### src/rtl/jogo_memoria_param.sv
// Sequence-memory game core: FSM plus sequence RAM, round/position counters,
// button edge detector, playback and timeout timers.
module jogo_memoria_param #(
  parameter int unsigned NUM_BOTOES     = 4,
  parameter int unsigned MAX_RODADAS    = 16,
  parameter int unsigned TIMEOUT_CICLOS = 5000,
  parameter int unsigned T_MOSTRA       = 1000,
  localparam int unsigned AW            = $clog2(MAX_RODADAS)
) (
  input  logic                  clock,
  input  logic                  reset,
  input  logic                  iniciar,
  input  logic [NUM_BOTOES-1:0] botoes,
  input  logic                  modo_grava,
  input  logic                  dificuldade,
  input  logic                  mem_we,
  input  logic [AW-1:0]         mem_addr,
  input  logic [NUM_BOTOES-1:0] mem_dado,
  output logic                  acertou,
  output logic                  errou,
  output logic                  timeout,
  output logic                  pronto,
  output logic [NUM_BOTOES-1:0] leds,
  output logic [3:0]            db_estado,
  output logic [AW-1:0]         db_rodada,
  output logic [AW-1:0]         db_posicao
);

  localparam int unsigned TW = (TIMEOUT_CICLOS > 1) ? $clog2(TIMEOUT_CICLOS) : 1;
  localparam int unsigned MW = (T_MOSTRA > 1) ? $clog2(T_MOSTRA) : 1;
  localparam logic [TW-1:0] TMO_FIM   = TW'(TIMEOUT_CICLOS - 1);
  localparam logic [MW-1:0] MOSTRA_FIM = MW'(T_MOSTRA - 1);
  localparam logic [AW-1:0] ULT_CURTO = AW'(MAX_RODADAS / 2 - 1);
  localparam logic [AW-1:0] ULT_LONGO = AW'(MAX_RODADAS - 1);

  typedef enum logic [3:0] {
    StInicial    = 4'h0,
    StPrepara    = 4'h1,
    StMostra     = 4'h2,
    StEspera     = 4'h3,
    StRegistra   = 4'h4,
    StCompara    = 4'h5,
    StProxima    = 4'h6,
    StFimRodada  = 4'h7,
    StEsperaNova = 4'h8,
    StGrava      = 4'h9,
    StFimAcerto  = 4'hA,
    StFimErro    = 4'hB,
    StFimTimeout = 4'hC
  } estado_t;

  estado_t estado_q, estado_d;

  logic [NUM_BOTOES-1:0] mem [MAX_RODADAS];
  logic [NUM_BOTOES-1:0] jogada_q;
  logic [NUM_BOTOES-1:0] botoes_prev_q;
  logic [AW-1:0]         rodada_q, posicao_q;
  logic [TW-1:0]         tmo_q;
  logic [MW-1:0]         mostra_q;
  logic                  modo_q, dif_q;

  logic jogada, jogada_nova, fim_mostra, ultimo, ultima_rodada, tmo_fim, ocioso;

  assign jogada        = (|botoes) & ~(|botoes_prev_q);
  assign jogada_nova   = jogada & $onehot(botoes);
  assign fim_mostra    = (mostra_q == MOSTRA_FIM);
  assign ultimo        = (posicao_q == rodada_q);
  assign ultima_rodada = (rodada_q == (dif_q ? ULT_LONGO : ULT_CURTO));
  assign tmo_fim       = (tmo_q == TMO_FIM);
  assign ocioso        = estado_q inside {StInicial, StFimAcerto, StFimErro, StFimTimeout};

  always_ff @(posedge clock or posedge reset) begin
    if (reset) estado_q <= StInicial;
    else       estado_q <= estado_d;
  end

  always_comb begin
    estado_d = estado_q;
    case (estado_q)
      StInicial, StFimAcerto, StFimErro, StFimTimeout: if (iniciar) estado_d = StPrepara;
      StPrepara:  estado_d = StMostra;
      StMostra:   if (fim_mostra && ultimo) estado_d = StEspera;
      StEspera: begin
        // A press on the terminal-count cycle takes priority over the timeout.
        if (jogada)       estado_d = StRegistra;
        else if (tmo_fim) estado_d = StFimTimeout;
      end
      StRegistra: estado_d = StCompara;
      StCompara: begin
        if (jogada_q != mem[posicao_q]) estado_d = StFimErro;
        else if (ultimo)                estado_d = StFimRodada;
        else                            estado_d = StProxima;
      end
      StProxima:  estado_d = StEspera;
      StFimRodada: begin
        if (ultima_rodada) estado_d = StFimAcerto;
        else if (modo_q)   estado_d = StEsperaNova;
        else               estado_d = StMostra;
      end
      StEsperaNova: begin
        if (jogada_nova)  estado_d = StGrava;
        else if (tmo_fim) estado_d = StFimTimeout;
      end
      StGrava:    estado_d = StMostra;
      default:    estado_d = StInicial;
    endcase
  end

  always_ff @(posedge clock or posedge reset) begin
    if (reset) begin
      botoes_prev_q <= '0;
      jogada_q      <= '0;
      rodada_q      <= '0;
      posicao_q     <= '0;
      tmo_q         <= '0;
      mostra_q      <= '0;
      modo_q        <= 1'b0;
      dif_q         <= 1'b0;
    end else begin
      botoes_prev_q <= botoes;
      if (estado_q == StEspera || estado_q == StEsperaNova) tmo_q <= tmo_q + TW'(1);
      else                                                  tmo_q <= '0;
      case (estado_q)
        StPrepara: begin
          modo_q    <= modo_grava;
          dif_q     <= dificuldade;
          rodada_q  <= '0;
          posicao_q <= '0;
          jogada_q  <= '0;
          mostra_q  <= '0;
        end
        StMostra: begin
          if (fim_mostra) begin
            mostra_q <= '0;
            if (ultimo) begin
              posicao_q <= '0;
              jogada_q  <= '0;
            end else begin
              posicao_q <= posicao_q + AW'(1);
            end
          end else begin
            mostra_q <= mostra_q + MW'(1);
          end
        end
        StRegistra: jogada_q  <= botoes;
        StProxima:  posicao_q <= posicao_q + AW'(1);
        StFimRodada: begin
          if (!ultima_rodada && !modo_q) begin
            rodada_q  <= rodada_q + AW'(1);
            posicao_q <= '0;
          end
        end
        StEsperaNova: if (jogada_nova) jogada_q <= botoes;
        StGrava: begin
          rodada_q  <= rodada_q + AW'(1);
          posicao_q <= '0;
        end
        default: ;
      endcase
    end
  end

  // Sequence RAM survives reset; the host port is only open while no game runs.
  always_ff @(posedge clock) begin
    if (mem_we && ocioso)          mem[mem_addr] <= mem_dado;
    else if (estado_q == StGrava)  mem[rodada_q + AW'(1)] <= jogada_q;
  end

  assign acertou    = (estado_q == StFimAcerto);
  assign errou      = (estado_q == StFimErro) || (estado_q == StFimTimeout);
  assign timeout    = (estado_q == StFimTimeout);
  assign pronto     = ocioso && (estado_q != StInicial);
  assign leds       = (estado_q == StMostra) ? mem[posicao_q] : jogada_q;
  assign db_estado  = estado_q;
  assign db_rodada  = rodada_q;
  assign db_posicao = posicao_q;

endmodule

### config.mk
export PLATFORM = sky130hd
export DESIGN_NAME = jogo_memoria_param
export DESIGN_NICKNAME = d
export VERILOG_FILES = /design/src/rtl/jogo_memoria_param.sv
export SDC_FILE = /design/constraint.sdc
export NUM_CORES = 1
export LEC_CHECK = 0
export CAP_MARGIN = 20
export CORE_MARGIN = 8
export CORE_UTILIZATION = 27
export CTS_BUF_LIST = sky130_fd_sc_hd__clkbuf_8
export DETAILED_ROUTE_END_ITERATION = 16
export GPL_TIMING_DRIVEN = 1
export RECOVER_POWER = 100
export REMOVE_ABC_BUFFERS = 1
export SYNTH_ARGS = -nofsm -noshare
export SYNTH_HDL_FRONTEND = slang
export SYNTH_SLANG_ARGS = --single-unit
### constraint.sdc
create_clock -name clock -period 3.4 [get_ports clock]
set_input_delay 0.34 -clock clock [delete_from_list [all_inputs] [get_ports clock]]
set_output_delay 0.34 -clock clock [all_outputs]
set_load 0.03 [all_outputs]
# Yosys cells after proc, flatten, opt, wreduce, memory -nomap -nowiden
# Memory sizes are Yosys's and may differ from the RTL's.
# Cells that the tools add are included.
# classes
order_cmp	0
n_mul	0
n_reduce_logical	24
n_mux	33
addsub	7
div_mod_pow	0
eq_ne	24
n_shift	0
bitwise_logic	3
# op_table
operator	count
two-way mux 4 bit	19
one-hot mux 4 bit (9 select lines)	1
one-hot mux 4 bit (4 select lines)	2
== test 4 bit (second input constant)	5
one-hot mux 10 bit (2 select lines)	1
== test 4 x 3 -> 1 bit (second input constant)	4
nonzero test 4 bit	4
OR reduction 4 bit	4
adder 13 x 1 -> 13 bit (second input constant)	1
== test 13 bit (second input constant)	1
two-way mux 13 bit	1
!= test 2 bit (second input constant)	6
one-hot mux 4 bit (3 select lines)	1
adder 10 x 1 -> 10 bit (second input constant)	1
== test 10 bit (second input constant)	1
two-way mux 10 bit	1
adder 4 x 1 -> 4 bit (second input constant)	2
== test 4 x 2 -> 1 bit (second input constant)	2
== test 4 bit	2
two-way mux 1 bit	7
adder 1 x 1 -> 2 bit	2
== test 4 x 1 -> 1 bit (second input constant)	1
logical AND 1 bit	4
logical NOT 4 bit	1
13 further kinds	17
# word_totals
register_bits	45
ramBits	64
latchBits	0
elab_cells	101
mem_count	1
input_bits	18
romBits	0
out_inout_bits	20
# mem_list
name	depth	width	read_ports	rd_clocked_by_memory_dff	write_ports	line	rtl
mem	16	4	1	0	1	54	logic [NUM_BOTOES-1:0] mem [MAX_RODADAS];

# Longest topological paths before layout
# Gate-level depths: netlist (run 1).
# depth
word_depth	7
ltp_mapped	11

# Worst setup path before layout (run 1)
# Ideal clock, no wire load.
# synth_path
path_kind	input -> register
from	input port botoes[0]
to	register jogada_q[0]
cell_stages	10
required_ns	3.333
n_path_buf	0
t_arrival_ns	2.864
path_slack_ns	0.470
cell_sequence	inv_1 fa_1 inv_1 ha_1 ha_1 or3b_2 or3_1 a21oi_1 nor4b_2 a22o_1
# synth_between
elab_chain_cells	6
# synth_rtl
element	line	rtl
from (decl)	13	input logic [NUM_BOTOES-1:0] botoes,
adder 1 x 1 -> 2 bit (implied by the code)	65	assign jogada_nova = jogada & $onehot(botoes);
adder 2 x 2 -> 3 bit (implied by the code)	65	
== test 3 x 1 -> 1 bit	65	
bitwise AND 1 bit	65	
!= test 2 bit (no source line)	-	
AND reduction 4 bit (no source line)	-	
to (signal assigned)	145	StRegistra: jogada_q <= botoes;
to (signal assigned)	153	StEsperaNova: if (jogada_nova) jogada_q <= botoes;
to (decl)	55	logic [NUM_BOTOES-1:0] jogada_q;
# Parallel ways exist; a longest one is shown, timed or not. The select of a mux whose other input is x is not followed.
# A chain may end at the register's enable or synchronous reset.

# Final worst setup path (run 1)
# layout_path
from	register estado_q[3], in the netlist db_estado[3]
to	output port errou
# layout_between
elab_chain_cells	2
# layout_rtl
element	line	rtl
from (decl)	52	estado_t estado_q, estado_d;
from (signal assigned)	73	if (reset) estado_q <= StInicial;
from (signal assigned)	74	else estado_q <= estado_d;
== test 4 bit	170	assign errou = (estado_q == StFimErro) || (estado_q == StFimTimeout);
logical OR 1 bit *	170	
to (decl)	20	output logic errou,
# Every way passes the cells marked *; elsewhere a longest branch is shown, timed or not.

==> run metrics, run 1 <==
first-pass GRT wire length 21520 um; Syn Area/Cell around 11 sq um; RSZ-0062 raised after global routing no; routability cong. just over 0.9; Post-Syn Area roughly 0.0055 sq mm; outcome complete, but fails checks; Die Area 0.02531 sq mm; worst slew pin tran approximately 1500 ps; critical path required time 3060 ps; FF+latch area 0.003052 sq mm; Synth area leader edfxtp_1; max_slew headroom -0.01674; Hold Vio Cnt, Final 0; failing checks max-capacitance violations, max-slew violations; final setup fails 0; register bit total from synthesis 109; nets@finish ~560; vias per std cell 4.978; Synth Instances between 400 and 500; fin util 0.3202; worst-case hold slack roughly 480 ps; multi-input logic area 0.002317 sq mm; root buffer selected by CTS clkbuf_8; GRT overflow 0; layout cells sized above 1 0.08503; HPWL Detailed around 9700 um; number of DRC markers in iteration 0 roughly 240; top cells by area, synth edfxtp_1 35%, dfrtp_1 20%, mux4_1 4.3%; routed vias around 4000; Die Y 159.1 um; reg-to-reg slack, setup 490 ps; Final period util 0.9436; Fillers 2068; Hold Buf Count CTS 0; Synthesis Warnings 0; Tot Pwr 3.400 mW; GRT Resource Usage Total 0.1070; final instance area 0.006459 sq mm; clk_skew 9.717 ps; Post-synth EDFFs 64; worst r2r path cells 7; maxcap violations 1; CP startpoint db_estado[3]$_DFFE_PP0P_; Leakage 2.350 nW; antenna diode instance count 0; DR WL/cell 16.49 um; residual DRC count 0; placed inst area 0.006279 sq mm; drt total wl 13370 um; vias in the first global route 4095; reg2reg end mem[3][0]$_DFFE_PP_; H-tree depth 3; Max VDD drop 341.2 uV; worst hold path depth 1; number of antenna violations at the first check in global routing 0; I/O pins 38; Hold Crit Start tmo_q[0]$_DFF_PP0_; CTS clk-pin slew, worst paths 90 ps; startpoint types flip-flop; Primary FF master, synth edfxtp_1; Initial Util 0.2741; clock buffer depth 2; drt first pass iters 5; post-route minimum period 3208 ps; Die W about 160 um; Fmax 311.7 MHz; Setup Crit Path Kind flip-flop to output port; final max-slew violation count 28; Worst Hold Path EP tmo_q[0]$_DFF_PP0_; CP Max Fanout 19; Worst Path Arrival 2870 ps; clock sinks 109; clock latency on the worst-skew pair 380 ps; CTS tree built; Hold Path Class flip-flop to flip-flop; top cell type's share of synthesized area 0.3477; power per cell area 526.4 mW/mm^2; count leader, synth edfxtp_1; IO Port Bufs 37; DRT antenna net count 0; async set-reset flop share out of synthesis 0.4128; Reg-to-Reg Start db_estado[3]$_DFFE_PP0P_; largest net degree at the start of global routing 46; most frequent cells after synthesis 64 x edfxtp_1, 56 x nor2_1, 45 x dfrtp_1, 45 x nand2_1, 41 x o21ai_0; area growth from synthesis to layout 16.84%; critical path endpoint category output port; post-synth cell types 60; sequential fraction of the synthesis area 0.5514; Core Area 0.02017 sq mm; CTS buffer count 9; Rows 52
[metrics by stage]
step	worst slack (ps)	setup TNS, ps	std cells
after floorplan	468.5	0	467
after global placement	-163.9	-653.6	791
after detailed placement	-260.1	-1024	791
after CTS	27.53	0	807
after global routing	46.37	0	811
final	191.6	0	811
[cell families after synthesis]
logic type,Yosys count,synth area share
flops,109,0.5514
simple gates,181,0.1634
buf+inv,39,0.03101
xor+xnor,23,0.03644
mux,27,0.08284
compound gates,101,0.1154
fa+ha+maj,8,0.01947
[worst max-delay path: stages, from the launching register on]
cell	delay, ps
dfrtp_1	370
clkbuf_1	640
clkinv_1	200
clkbuf_1	280
nor2_1	230
dlygate4sd3_1	780
[worst max-delay path by stage]
stage	slack [ps]	end	depth (start not counted)
CTS	30	leds[0]	4
global route	50	errou	5
floorplan	470	jogada_q[0]$_DFFE_PP0P_	10
global placement	-160	jogada_q[1]$_DFFE_PP0P_	11
detailed placement	-260	jogada_q[2]$_DFFE_PP0P_	11
finish	190	errou	5
[where the power goes]
group	switching (mW)	internal (mW)
sequential	0.0707	1.49
clock	0.449	0.288
combinational	0.698	0.401
[layout make-up]
class,count,area share
clock buffers,10,0.02131
flip-flops and latches,109,0.4725
multi-input cells,340,0.3588
well taps,270,0.05231
clock inverters,6,0.006393
repair buffers,58,0.07826
inverters,18,0.01046
[registers in the layout (all words and copies together) (netlist names)]
signal and cells:
botoes_prev_q 4, db_estado 4, db_posicao 4, db_rodada 4, dif_q 1, jogada_q 4
mem 64, modo_q 1, mostra_q 10, tmo_q 13
[layer usage]
metal | vias to the layer above | part of all wire | GRT usage
li1 | 1909 | - | -
met1 | 2001 | 0.44 | 0.1301
met3 | 16 | 0.044 | 0.02740
met5 | - | 0 | 0
met2 | 111 | 0.50 | 0.1787
met4 | 0 | 0.016 | 0.04202
[layout by cell type, fill, tap and decap left out, types with 13 or more instances in the layout]
cell type         n
dlygate4sd3_1    19
a21oi_1          14
nand3_1          15
nand2_1          45
edfxtp_1         64
o21ai_0          41
clkdlybuf4s50_1  15
buf_4            14
dfrtp_1          44
nor2_1           56
inv_1            19
nor3_1           13
[what timing repair did]
action | CTS | global route
resized for setup | 3 | 3
endpoints found under the setup margin | 4 | 6
gates cloned | 0 | 0
buffers inserted | 0 | 3
Power figures use the tool's default switching activity.
==> inputs of run 2 (changes only) <==
--- a/config.mk
+++ b/config.mk
@@ -5,13 +5,14 @@
 export SDC_FILE = /design/constraint.sdc
 export NUM_CORES = 1
 export LEC_CHECK = 0
+export ABC_AREA = 1
 export CAP_MARGIN = 20
 export CORE_MARGIN = 8
 export CORE_UTILIZATION = 27
 export CTS_BUF_LIST = sky130_fd_sc_hd__clkbuf_8
 export DETAILED_ROUTE_END_ITERATION = 16
 export GPL_TIMING_DRIVEN = 1
-export RECOVER_POWER = 100
+export HOLD_SLACK_MARGIN = 0.12
 export REMOVE_ABC_BUFFERS = 1
 export SYNTH_ARGS = -nofsm -noshare
 export SYNTH_HDL_FRONTEND = slang
==> run 2 against run 1 <==
The run now ends clean. First-iteration DRC count grew 24%. Synthesized area rose by 1.3%. Via count is 5.1% higher. Die area is 1.2% higher. Worst setup slack better by 180 ps. Design area about the same. Wire length hardly changed. Final cell count up 18%. Clock skew rose by 5.4 ps. Total power increased by 10%. Worst hold slack worse by 350 ps. Flip-flop and latch count is the same. Largest cell class unchanged.
==> run metrics, run 2 <==
outcome completed; critical path endpoint category output port; DR WL/cell 13.98 um (-15%); routability cong. 0.8361 (-8.6%); root buffer selected by CTS clkbuf_8; CTS tree built; most frequent cells after synthesis 164 x nand2_1, 85 x inv_1, 67 x nand3_1; number of antenna violations at the first check in global routing 0 (unchanged); Initial Util 0.2759 (+0.001818); post-route minimum period 3029 ps (-178.9 ps); maxcap violations 0 (-1); biggest regs mem x64, tmo_q x13, mostra_q x10; Synth area leader edfxtp_1; Die Y 160.0 um (+0.59%); GRT overflow 0 (unchanged); async set-reset flop share out of synthesis 0.4128 (unchanged); register bit total from synthesis 109 (unchanged); Synth Instances 638 (+31%); Setup Fix Bufs, Post-CTS 0 (unchanged); area growth from synthesis to layout 15.24%; nets@finish 707 (+26%); global-route met2 utilization 0.1568 (-0.02193); clock buffer depth 2 (unchanged); top cells by area, synth edfxtp_1 34%, dfrtp_1 20%, nand2_1 11%; most common cell after layout, fill and taps aside nand2_1; Reg-to-Reg Start db_estado[2]$_DFFE_PP0P_; count leader, synth nand2_1; H-tree depth 3 (unchanged); Die Area 0.02561 sq mm (+1.2%); Post-Syn Area 0.005600 sq mm (+1.3%); routed vias 4242 (+5.1%); HPWL Detailed 9798 um (+1.3%); Fillers 2152 (+4.1%); vias in the first global route 4031 (-1.6%); RSZ-0062 raised after global routing no; largest net degree at the start of global routing 46 (unchanged); worst slew pin tran 503.9 ps (-1021 ps); Syn Area/Cell 8.778 sq um (-23%); Final period util 0.8910 (-0.05261); Primary FF master, synth edfxtp_1; I/O pins 38 (unchanged); antenna diode instance count 0 (unchanged); fin worst setup slack 370.5 ps (+178.9 ps); Hold Vio Cnt, Final 0 (unchanged); fin util 0.3179 (-0.002299); most used routing layer met2; final max-slew violation count 0 (-100%); commonest non-fill, non-tap cells in the layout 164 x nand2_1, 85 x inv_1, 67 x nand3_1; Largest Register mem; placed inst area 0.006257 sq mm (-0.34%); post-CTS sizing 0 (-3); GRT Resource Usage Total 0.1074 (+0.0003642); CP Max Fanout 13 (-6); drt first pass iters 5 (unchanged); Non-Filler Instances 956 (+18%); DRT antenna net count 0 (unchanged); sequential fraction of the synthesis area 0.5442 (-0.007145); CTS buffer count 9 (unchanged); top cell type's share of synthesized area 0.3432 (-0.004505); startpoint types flip-flop; max FFs per register 64 (unchanged); final setup fails 0 (unchanged); Worst Path Arrival 2690 ps (-180 ps); reg-to-reg slack, setup 950 ps (+460 ps); Fmax 330.1 MHz (+5.9%); Hold Path Class primary input to async pin; grt met1 use 0.1557 (+0.02557); power per cell area 582.0 mW/mm^2 (+11%); vias per std cell 4.437 (-11%); Hold Buf Count CTS 0 (unchanged); Setup Crit Path Kind flip-flop to output port; first-pass GRT wire length 21910 um (+1.8%); IO Port Bufs 37 (unchanged); Rows 52 (unchanged); Leakage 2.781 nW (+18%); CP startpoint db_posicao[0]$_DFFE_PP0P_; max_slew headroom 0.6628 (+0.6796); drt total wl 13360 um (about the same); critical path required time 3060 ps (about the same); layout cells sized above 1 0.1050 (+0.01993); clk_skew 15.08 ps (+5.365 ps); number of DRC markers in iteration 0 291 (+24%); clock latency on the worst-skew pair 390 ps (about the same); Synthesis Warnings 0 (unchanged); reg2reg end mem[1][3]$_DFFE_PP_; residual DRC count 0 (unchanged); Placement Setup Slack 591.7 ps (+851.8 ps); Core Area 0.02030 sq mm (+0.65%); Max VDD drop 224.1 uV (-34%); clock sinks 109 (unchanged); Inst Count DP 939 (+19%); M3 GR Usage 0.02545 (-0.001954); final instance area 0.006454 sq mm (about the same); Die W 160.0 um (+0.59%); post-synth cell types 43 (-28%); CTS clk-pin slew, worst paths 110 ps (+20 ps); worst r2r path cells 8 (+1); TNS Setup 0 ps (unchanged); Post-synth EDFFs 64 (unchanged)
run 2: cell count changes after synthesis, sizes merged, moves of 7 or more:
cell | previous run | this run
mux4 | 12 | 0
nor2 | 56 | 65
mux2i | 12 | 0
o22ai | 0 | 9
clkbuf | 13 | 0
inv | 17 | 101
nand3 | 15 | 70
xnor2 | 11 | 0
buf | 8 | 15
nand2 | 45 | 168
run 2: how the worst max path moves through the flow:
stage,to,slack [ps],cells past startpoint
2_1_floorplan,leds[1],950,8
3_3_place_gp,jogada_q[1]$_DFFE_PP0P_,620,12
3_5_place_dp,jogada_q[3]$_DFFE_PP0P_,590,12
4_1_cts,leds[3],360,10
5_1_grt,leds[3],200,10
6_report,leds[3],370,10
run 2: worst max-delay path: stages (launching register included):
cell and delay, ps:
dfrtp_1 540, buf_4 260, nand2_1 70, nand2_1 60, nand2_1 70, nand3_1 120, nand3_1 160, nand2_1 130
nand2_1 50, o21ai_0 100, clkdlybuf4s50_1 730
run 2: routing by layer:
metal,vias to the layer above,share of wire
li1,2158,-
met1,1966,0.51
met2,105,0.43
met3,13,0.050
met4,0,0.0097
met5,-,0
run 2: report_power, final:
part / internal (mW) / switching [mW]
clock: 0.270 / 0.459
combinational: 0.453 / 0.948
sequential: 1.52 / 0.105
total: 2.24 / 1.51
run 2: cell type report:
type                            count  area (sq um)  area share
Timing Repair Buffer               47         457.9     0.07096
Multi-Input combinational cell    412          2043      0.3166
Tap cell                          270         337.8     0.05235
Sequential cell                   109          3048      0.4723
Clock inverter                      7         52.55    0.008143
Inverter                          102         390.4     0.06049
Clock buffer                        9         123.9     0.01919
run 2: through the flow:
step	hold slack, ps	power (mW)
2_1_floorplan	371.4	2.599
3_3_place_gp	452.9	3.052
3_5_place_dp	457.2	3.049
4_1_cts	415.7	3.781
5_1_grt	138.7	4.012
6_report	136.8	3.756
run 2: cells by family (layout without fill, tap and decap cells):
logic type                 count (synthesis)  in the layout  share of synthesized area
and+or+nand+nor                          324            324                     0.2563
buffers and inverters                    117            165                    0.09093
DFF                                      109            109                     0.5442
AOI/OAI and AO/OA                         71             71                    0.07529
xor gates and xnor gates                   9              9                    0.01408
adders and majority gates                  8              8                    0.01921
